$ cat src/rtl/lpc_io_cycle_ctrl.sv
// LPC I/O target for the CPLD register block: decodes I/O read/write cycles
// hitting a 2**WINDOW_BITS byte window at BASE_ADDR and bridges them to the register file.
module lpc_io_cycle_ctrl #(
  parameter logic [15:0] BASE_ADDR   = 16'h0800,
  parameter int unsigned WINDOW_BITS = 5,
  parameter int unsigned SYNC_WAIT   = 1
) (
  input  logic       PciReset,
  input  logic       LpcClock,
  input  logic       LFrame_n,
  input  logic [3:0] LadIn,
  output logic [3:0] LadOut,
  output logic       LadOe,
  output logic [7:0] AddrReg,
  input  logic [7:0] DataRd,
  output logic [7:0] DataWr,
  output logic       WrStrobe,
  output logic       RdStrobe
);

  typedef enum logic [3:0] {
    IDLE, CYC, ADDR, WDAT, HTAR, SYNC, RDAT, PTAR, SKIP
  } state_t;

  localparam logic [15:0] WIN_MASK    = (16'd1 << WINDOW_BITS) - 16'd1;
  localparam logic [2:0]  SYNC_WAIT_C = 3'(SYNC_WAIT);

  state_t      state_q, state_d;
  logic [2:0]  cnt_q, cnt_d;
  logic        is_write_q, is_write_d;
  logic [11:0] addr_q, addr_d;
  logic [7:0]  addr_reg_q, addr_reg_d;
  logic [7:0]  data_wr_q, data_wr_d;
  logic [7:0]  rdata_q, rdata_d;
  logic [15:0] addr_shift;
  logic        sync_ready;

  always_ff @(posedge LpcClock or negedge PciReset) begin
    if (!PciReset) begin
      state_q    <= IDLE;
      cnt_q      <= 3'd0;
      is_write_q <= 1'b0;
      addr_q     <= 12'h000;
      addr_reg_q <= 8'h00;
      data_wr_q  <= 8'h00;
      rdata_q    <= 8'h00;
    end else begin
      state_q    <= state_d;
      cnt_q      <= cnt_d;
      is_write_q <= is_write_d;
      addr_q     <= addr_d;
      addr_reg_q <= addr_reg_d;
      data_wr_q  <= data_wr_d;
      rdata_q    <= rdata_d;
    end
  end

  always_comb begin
    state_d    = state_q;
    cnt_d      = cnt_q;
    is_write_d = is_write_q;
    addr_d     = addr_q;
    addr_reg_d = addr_reg_q;
    data_wr_d  = data_wr_q;
    rdata_d    = rdata_q;
    LadOut     = 4'hF;
    LadOe      = 1'b0;
    WrStrobe   = 1'b0;
    RdStrobe   = 1'b0;
    addr_shift = {addr_q, LadIn};
    sync_ready = is_write_q || (cnt_q == SYNC_WAIT_C);

    // LAD drive depends only on registered state so reset releases the bus at once
    case (state_q)
      SYNC: begin
        LadOe  = 1'b1;
        LadOut = sync_ready ? 4'h0 : 4'h6;
      end
      RDAT: begin
        LadOe  = 1'b1;
        LadOut = cnt_q[0] ? rdata_q[7:4] : rdata_q[3:0];
      end
      PTAR: LadOe = (cnt_q == 3'd0);
      default: ;
    endcase

    // Any LFrame_n low restarts decode; strobes only fire on an undisturbed clock
    if (!LFrame_n) begin
      state_d = (LadIn == 4'h0) ? CYC : SKIP;
      cnt_d   = 3'd0;
    end else begin
      case (state_q)
        CYC: begin
          cnt_d = 3'd0;
          if (LadIn == 4'h0 || LadIn == 4'h2) begin
            is_write_d = LadIn[1];
            state_d    = ADDR;
          end else begin
            state_d = SKIP;
          end
        end
        ADDR: begin
          addr_d = addr_shift[11:0];
          if (cnt_q == 3'd3) begin
            cnt_d = 3'd0;
            if ((addr_shift & ~WIN_MASK) == (BASE_ADDR & ~WIN_MASK)) begin
              addr_reg_d = addr_shift[7:0] & WIN_MASK[7:0];
              state_d    = is_write_q ? WDAT : HTAR;
            end else begin
              state_d = SKIP;
            end
          end else begin
            cnt_d = cnt_q + 3'd1;
          end
        end
        WDAT: begin
          if (cnt_q == 3'd0) begin
            data_wr_d[3:0] = LadIn;
            cnt_d          = 3'd1;
          end else begin
            data_wr_d[7:4] = LadIn;
            cnt_d          = 3'd0;
            state_d        = HTAR;
          end
        end
        HTAR: begin
          if (cnt_q == 3'd1) begin
            cnt_d   = 3'd0;
            state_d = SYNC;
          end else begin
            cnt_d = cnt_q + 3'd1;
          end
        end
        SYNC: begin
          if (sync_ready) begin
            cnt_d = 3'd0;
            if (is_write_q) begin
              WrStrobe = 1'b1;
              state_d  = PTAR;
            end else begin
              RdStrobe = 1'b1;
              rdata_d  = DataRd;
              state_d  = RDAT;
            end
          end else begin
            cnt_d = cnt_q + 3'd1;
          end
        end
        RDAT: begin
          if (cnt_q == 3'd1) begin
            cnt_d   = 3'd0;
            state_d = PTAR;
          end else begin
            cnt_d = cnt_q + 3'd1;
          end
        end
        PTAR: begin
          if (cnt_q == 3'd1) begin
            cnt_d   = 3'd0;
            state_d = IDLE;
          end else begin
            cnt_d = cnt_q + 3'd1;
          end
        end
        SKIP:    state_d = IDLE;
        default: ;
      endcase
    end
  end

  assign AddrReg = addr_reg_q;
  assign DataWr  = data_wr_q;

endmodule

$ cat config.mk
export PLATFORM = sky130hd
export DESIGN_NAME = lpc_io_cycle_ctrl
export DESIGN_NICKNAME = d
export VERILOG_FILES = /design/src/rtl/lpc_io_cycle_ctrl.sv
export SDC_FILE = /design/constraint.sdc
export NUM_CORES = 1
export LEC_CHECK = 0
export BUFFER_PORTS_ARGS = -buffer_cell sky130_fd_sc_hd__buf_4
export CAP_MARGIN = 20
export CORE_MARGIN = 1
export CORE_UTILIZATION = 30
export DETAILED_ROUTE_END_ITERATION = 16
export RECOVER_POWER = 100
export SLEW_MARGIN = 20
export SYNTH_ARGS = -nofsm -noshare
export SYNTH_HDL_FRONTEND = slang
export SYNTH_SLANG_ARGS = --single-unit
$ cat constraint.sdc
create_clock -name LpcClock -period 3.3 [get_ports LpcClock]
set_clock_uncertainty 0.2 [all_clocks]
set_input_delay 0.33 -clock LpcClock [delete_from_list [all_inputs] [get_ports LpcClock]]
set_output_delay 0.33 -clock LpcClock [all_outputs]
set_load 0.05 [all_outputs]
==> impl_results.rst, run 1 <==
.. list-table::
   :header-rows: 1

   * - Metric
     - Value
   * - Worst hold-check slack
     - 63.89 ps
   * - Area of the mapped netlist
     - 0.002227 mm²
   * - Maximum number of pins on one net before global-route repair
     - 42
   * - Post-detail-place hpwl
     - 3505 µm
   * - Htree depth
     - 2
   * - Top cell types by occurrence after synthesis
     - dfrtp_1, nand2_1, mux2_2
   * - Synth Warn #
     - 0
   * - Count of antenna-violating nets left after detailed routing
     - 0
   * - Boundary pin count
     - 38
   * - Total via count in the routed design
     - around 1700
   * - Setup crit end kind
     - output port
   * - Global route overflow
     - 0
   * - Total CTS buffers
     - 5
   * - Clk pin slew, worst setup/hold paths
     - about 80 ps
   * - Tmin final
     - 2844 ps
   * - Via-per-instance ratio
     - 4.805
   * - Setup TNS
     - 0 ps
   * - Wire length of the first global-routing pass
     - 8321 µm
   * - Number of storage elements in the synthesis netlist
     - 41
   * - Top fanout value on the critical path
     - 11
   * - RSZ-0062 raised after global routing
     - no
   * - Mean area per synthesized cell
     - 10.22 µm²
   * - Number of nets in the final layout
     - 269
   * - Top cell type's share of synthesized area
     - 0.4607
   * - Min-delay worst type
     - primary input to flop
   * - Max-cap violations
     - 0
   * - Initial standard-cell utilization of the core
     - 0.3087
   * - Worst Max-Slew Pin Slew
     - 1015 ps
   * - Insertion delay of the later-clocked pin in the worst-skew pair
     - 290 ps
   * - Drt first pass iters
     - 4
   * - Proportion of layout cells with a drive suffix above 1
     - 0.2040
   * - Post-synthesis async set-or-reset flop share
     - 1.000
   * - Final-layout fill cell count
     - just under 800
   * - Die area
     - 0.007772 mm²
   * - Critical path data required time
     - approximately 2800 ps
   * - Library cells used by synthesis
     - around 50
   * - Antenna violations before repair
     - 0
   * - Number of flops mapped to enable cells by yosys
     - 0
   * - Final Max Slew Viols
     - 0
   * - Outcome
     - complete, no violations
   * - Portion of the clock cycle consumed by the worst path in the final layout
     - 0.8617
   * - Cts repair resizes
     - 0
   * - Detailed-route wire length
     - a little under 5000 µm
   * - Final count of hold timing violations
     - 0
   * - Average detailed-routed wire length per instance
     - 13.81 µm
   * - Number of remaining DRC errors
     - 0
   * - Area of the core region
     - just over 0.007 mm²
   * - Most repeated cell in the gate-level netlist after synthesis
     - dfrtp_1
   * - TritonCTS clock tree
     - done
   * - Kind of critical path
     - flop to output port
   * - Fraction of the yosys area taken by sequential cells
     - 0.4607
   * - Dominant register cell in the synthesized netlist
     - dfrtp_1
   * - Cell type with the highest aggregate area in the netlist
     - dfrtp_1
   * - Data arrival at the endpoint of the critical path
     - 2310 ps
   * - Power density cells
     - 604.0 mW/mm²
   * - Total routing usage reported by global routing
     - 0.1400
   * - Mapped Cells
     - 218
   * - Clk Tree Root Cell
     - clkbuf_8
   * - Register cell area after layout
     - just over 0.001 mm²
   * - LEAKAGE
     - 1.125 nW
   * - Horizontal extent of the die
     - 88.16 µm
   * - Critical Path Start Type
     - flop
   * - Count of endpoints failing setup in the final report
     - 0
   * - Highest clock frequency the design can meet
     - 351.7 MHz
   * - Area occupied by multi-input gates
     - 0.001057 mm²
   * - Port buffer count
     - 34
   * - Largest voltage drop on the vdd net
     - 0.0002689 V
   * - Number of standard-cell rows in the floorplan
     - 31
   * - Post-synthesis to final-layout area growth
     - 12.87%
   * - Rel. slew slack
     - 0.3236
   * - Global placement routability congestion
     - ~0.8
   * - Vertical die dimension
     - just under 90 µm
   * - Number of global-route vias before repair
     - 1642
   * - Max clock buf depth
     - 2
   * - Number of sinks handled by clock tree synthesis
     - 41
   * - Dominant cells by area after synthesis
     - dfrtp_1, mux2_2, nand2_1
   * - Final antenna diode count
     - 0
   * - Violation count after the first detailed-routing iteration
     - 55
==> timing repair <==
| action | CTS | global route |
|---|---|---|
| buffers inserted | 0 | 0 |
| hold endpoints to repair | 41 | 0 |
| hold buffers | 1 | 0 |
==> state kept, by name, indices dropped and copies added, names as in the netlist <==
register,cells
state_q,4
cnt_q,3
rdata_q,8
AddrReg,5
DataWr,8
is_write_q,1
addr_q,12
==> per-stage QoR <==
| stage | utilization | power [mW] | area, µm² | std cells | setup slack, ps |
|---|---|---|---|---|---|
| final | 0.3484 | 1.518 | 2514 | 349 | 456.3 |
| after global routing | 0.3484 | 1.625 | 2514 | 349 | 234.3 |
| after CTS | 0.3639 | 1.568 | 2625 | 349 | 591.6 |
| after detailed placement | 0.3503 | 1.233 | 2527 | 340 | 927.0 |
| after global placement | 0.3503 | 1.227 | 2527 | 340 | 967.6 |
| after floorplan | - | 1.107 | 2235 | 220 | 789.3 |
==> logic make-up after synthesis <==
family,Yosys count,synth area share
compound gates,31,0.09888
xor+xnor,1,0.003933
fa+ha+maj,5,0.02809
buf+inv,21,0.05225
flops,41,0.4607
mux,26,0.1303
other cells,1,0.001684
simple gates,92,0.2241
==> final cells by class <==
class / instances / area share
inverters: 8 / 0.01195
repair buffers: 35 / 0.07516
multi-input cells: 158 / 0.4206
flip-flops and latches: 41 / 0.4082
well taps: 99 / 0.04928
clock inverters: 2 / 0.005973
clock buffers: 6 / 0.02887
==> routing by layer <==
layer,share of wire,global-route usage,up-vias
li1,-,-,815
met1,0.48,0.1966,808
met2,0.46,0.2042,47
met3,0.054,0.03676,7
met4,0.012,0.05718,0
met5,0,0,-
==> where the power goes <==
| part | leakage (nW) | switching (mW) | internal [mW] |
|---|---|---|---|
| registers | 0.551 | 0.124 | 0.610 |
| logic | 0.537 | 0.283 | 0.175 |
| clock network | 0.0374 | 0.177 | 0.149 |
| total | 1.12 | 0.584 | 0.934 |
==> worst max-delay path, cell delays in order, from the launching register on <==
cell and delay, ps:
dfrtp_1 590, ha_1 220, or2b_1 260, nor2_1 100, nand4_1 400, inv_1 140
clkbuf_2 290
==> cells in the final DEF (no fill, tap or decap), types with 3 or more instances in the layout <==
| cell type | count |
|---|---|
| nor2b_1 | 6 |
| ha_1 | 5 |
| buf_4 | 13 |
| conb_1 | 3 |
| inv_1 | 7 |
| clkbuf_1 | 20 |
| o21ai_0 | 9 |
| nand2_1 | 40 |
| clkbuf_8 | 5 |
| a21oi_1 | 4 |
| nand3_1 | 5 |
| o31ai_1 | 3 |
| nand2b_1 | 4 |
| dfrtp_1 | 41 |
| mux2_2 | 24 |
| nor4_1 | 3 |
| nand3b_1 | 3 |
| nor2_1 | 10 |
| nor3_1 | 4 |
==> path summary, 6_finish.rpt <==
check / startpoint / endpoint / slack [ps] / cells after the start
max: cnt_q[0] / RdStrobe / 460 / 6
min: DataRd[1] / rdata_q[1] / 60 / 2
max reg2reg: state_q[2] / AddrReg[0] / 590 / 4
min reg2reg: addr_q[6] / addr_q[10] / 300 / 2
max in group asynchronous: PciReset / addr_q[11] / 1730 / 2
min in group asynchronous: PciReset / DataWr[0] / 540 / 2
Note: power is estimated with default switching activity, not from simulation.
==> run 2: changes to the inputs <==
Settings changed: CTS_BUF_LIST set to sky130_fd_sc_hd__clkbuf_4.
==> run 2 against run 1 <==
Against the previous run: flip-flop and latch count is the same; non-clock buffer count grew 9; count of clock-buffer cells in the layout is the same; fmax shrank 0.62%; via count grew 1.7%; critical path depth shrank 2; core utilization grew 0.94 points; cell area grew 2.7%; sequential power is essentially flat; global-route usage shrank 0.060 points.
==> impl_results.rst, run 2 (synthesis gave the netlist of run 1 again) <==
.. list-table::
   :header-rows: 1

   * - Metric
     - Value
   * - Final antenna diode count
     - 0 (unchanged)
   * - Portion of the clock cycle consumed by the worst path in the final layout
     - 0.8671 (+0.005358)
   * - Proportion of layout cells with a drive suffix above 1
     - 0.2008 (-0.003228)
   * - Cell Chain, Critical Path
     - nor2b_1 -> nand3_1 -> o21ai_0 -> clkbuf_1
   * - Insertion delay of the later-clocked pin in the worst-skew pair
     - 350 ps (+60 ps)
   * - Die area
     - 0.007772 mm² (unchanged)
   * - Critical path data required time
     - 2770 ps (about the same)
   * - Post-synthesis to final-layout area growth
     - 15.90%
   * - Cell depth of the worst min-delay path
     - 3 (+1)
   * - Tmin final
     - 2861 ps (+17.68 ps)
   * - Worst setup slack after layout
     - 438.6 ps (-17.68 ps)
   * - Number of remaining DRC errors
     - 0 (unchanged)
   * - Buffer count from post-CTS setup fixing
     - 0 (unchanged)
   * - Setup crit end kind
     - output port
   * - Worst hold-check slack
     - 21.55 ps (-42.34 ps)
   * - Largest register FFs
     - 12 (unchanged)
   * - Average detailed-routed wire length per instance
     - 13.49 µm (-2.3%)
   * - Number of nets in the final layout
     - 278 (+3.3%)
   * - Met2 wire length
     - 2200 µm (+0.27%)
   * - Detailed-route wire length
     - 4829 µm (+0.23%)
   * - Register-to-register path setup slack
     - 590 ps (about the same)
   * - Cell type group with the largest total delay on the critical path
     - simple AND/OR/NAND/NOR gates
   * - Drt first pass iters
     - 4 (unchanged)
   * - RSZ-0062 raised after global routing
     - no
   * - Global placement routability congestion
     - 0.8033 (unchanged)
   * - Critical Path Start Type
     - flop
   * - LEAKAGE
     - 1.154 nW (+2.6%)
   * - Commonest non-fill, non-tap cell in the layout
     - dfrtp_1
   * - Last element of the critical path
     - LadOut[2]
   * - Startpoint of the worst-slack reg-to-reg timing path
     - state_q[2]
   * - Post-detail-place hpwl
     - 3505 µm (unchanged)
   * - Pwr Total
     - 1.458 mW (-4.0%)
   * - Worst Max-Slew Pin Slew
     - 741.1 ps (-273.6 ps)
   * - Horizontal extent of the die
     - 88.16 µm (unchanged)
   * - Standard cell with the maximum stage delay on the critical path
     - dfrtp_1
   * - Max clock buf depth
     - 2 (unchanged)
   * - Via-per-instance ratio
     - 4.763 (-0.89%)
   * - Worst reg2reg path depth
     - 4 (unchanged)
   * - Top layer used by detailed routing
     - met4
   * - Total via count in the routed design
     - 1705 (+1.7%)
   * - TritonCTS clock tree
     - done
   * - Violation count after the first detailed-routing iteration
     - 68 (+24%)
   * - Area of the core region
     - 0.007214 mm² (unchanged)
   * - Boundary pin count
     - 38 (unchanged)
   * - Max-cap violations
     - 0 (unchanged)
   * - Kind of critical path
     - flop to output port
   * - Final count of hold timing violations
     - 0 (unchanged)
   * - Min-delay worst type
     - primary input to flop
   * - Number of sinks handled by clock tree synthesis
     - 41 (unchanged)
   * - Largest voltage drop on the vdd net
     - 0.0002695 V (+0.21%)
   * - Final-layout fill cell count
     - 777 (-0.77%)
   * - Bufs and invs on worst path
     - 1 (-1)
   * - Count of antenna-violating nets left after detailed routing
     - 0 (unchanged)
   * - Highest clock frequency the design can meet
     - 349.5 MHz (-0.62%)
   * - Final Max Slew Viols
     - 0 (unchanged)
   * - Filler-free cell count of the finished design
     - 358 (+2.6%)
   * - Routed metal-1 wirelength
     - 2345 µm (+1.8%)
   * - Number of global-route vias before repair
     - 1690 (+2.9%)
   * - DP Area
     - 0.002527 mm² (unchanged)
   * - Worst R2R End
     - AddrReg[0]
   * - Top fanout value on the critical path
     - 14 (+3)
   * - Area of all placed cells without fillers
     - 0.002581 mm² (+2.7%)
   * - Port buffer count
     - 34 (unchanged)
   * - Global route overflow
     - 0 (unchanged)
   * - Power density cells
     - 564.9 mW/mm² (-6.5%)
   * - Delay contributed by the slowest stage of the critical path
     - 610 ps (+20 ps)
   * - Count of placed standard cells including taps
     - 340 (unchanged)
   * - Clk Tree Root Cell
     - clkbuf_4
   * - Final cell utilization of the core
     - 0.3578 (+0.009365)
   * - Antenna violations before repair
     - 0 (unchanged)
   * - Clk pin slew, worst setup/hold paths
     - 120 ps (+40 ps)
   * - Wire length of the first global-routing pass
     - 8328 µm (about the same)
   * - Setup TNS
     - 0 ps (unchanged)
   * - Total routing usage reported by global routing
     - 0.1394 (-0.0005975)
   * - Area occupied by multi-input gates
     - 0.001057 mm² (unchanged)
   * - Number of standard-cell rows in the floorplan
     - 31 (unchanged)
   * - DP Worst Slack
     - 927.0 ps (unchanged)
   * - Maximum number of pins on one net before global-route repair
     - 42 (unchanged)
   * - Data arrival at the endpoint of the critical path
     - 2330 ps (+20 ps)
   * - Largest register by flop count
     - addr_q
   * - Total CTS buffers
     - 5 (unchanged)
   * - Highest-count cells in the layout ignoring fill and taps
     - dfrtp_1, nand2_1, mux2_2
   * - Vertical die dimension
     - 88.16 µm (unchanged)
   * - Rel. slew slack
     - 0.5041 (+0.1806)
   * - Register cell area after layout
     - 0.001026 mm² (unchanged)
   * - Routed length on met3
     - 215 µm (-17%)
   * - Levels on crit path
     - 4 (-2)
   * - Initial standard-cell utilization of the core
     - 0.3087 (unchanged)
   * - Count of endpoints failing setup in the final report
     - 0 (unchanged)
   * - Outcome
     - complete, no violations
   * - Htree depth
     - 2 (unchanged)
   * - Worst setup path start
     - state_q[2]
-- run 2: cell types whose count changed in the layout (fill, tap and decap cells not counted) --
cell           previous run  this run
buf_4                    13        15
clkbuf_1                 20        19
clkbuf_2                  2         0
clkbuf_4                  0         6
clkbuf_8                  5         0
dlygate4sd3_1             1        10
-- run 2: area by class of cell --
cell class                 instances  share of cell area
multi-input combinational        158              0.4096
sequential                        41              0.3975
timing repair buffer              44              0.1100
tap                               99             0.04799
clock buffer                       6             0.01745
inverter                           8             0.01163
clock inverter                     2            0.005817
-- run 2: power breakdown --
part | internal (mW) | switching, mW
combinational | 0.182 | 0.283
sequential | 0.610 | 0.123
clock | 0.0916 | 0.168
total | 0.883 | 0.575
-- run 2: worst min-delay path by stage --
stage / slack [ps] / from / endpoint
floorplan: -170 / PciReset / AddrReg[0]
global placement: 150 / PciReset / DataWr[7]
finish: 20 / LadIn[2] / addr_q[2]
CTS: 8 / LadIn[2] / addr_q[2]
detailed placement: 150 / PciReset / DataWr[4]
global route: 10 / LadIn[2] / addr_q[2]
-- run 2: metal layers --
layer,vias to the layer above,global-route usage
li1,834,-
met2,42,0.2084
met4,0,0.05718
met1,823,0.1930
met3,6,0.03393
met5,-,0
-- run 2: what timing repair did --
| item | 4_1_cts | 5_1_grt |
|---|---|---|
| resized for setup | 0 | 0 |
| hold buffers | 10 | 0 |
| endpoints found under the hold margin | 50 | 0 |
-- run 2: worst min-delay path, delay by kind of cell --
family / cells / cell delay, ps
buf+inv: 1 / 110
simple gates: 2 / 100
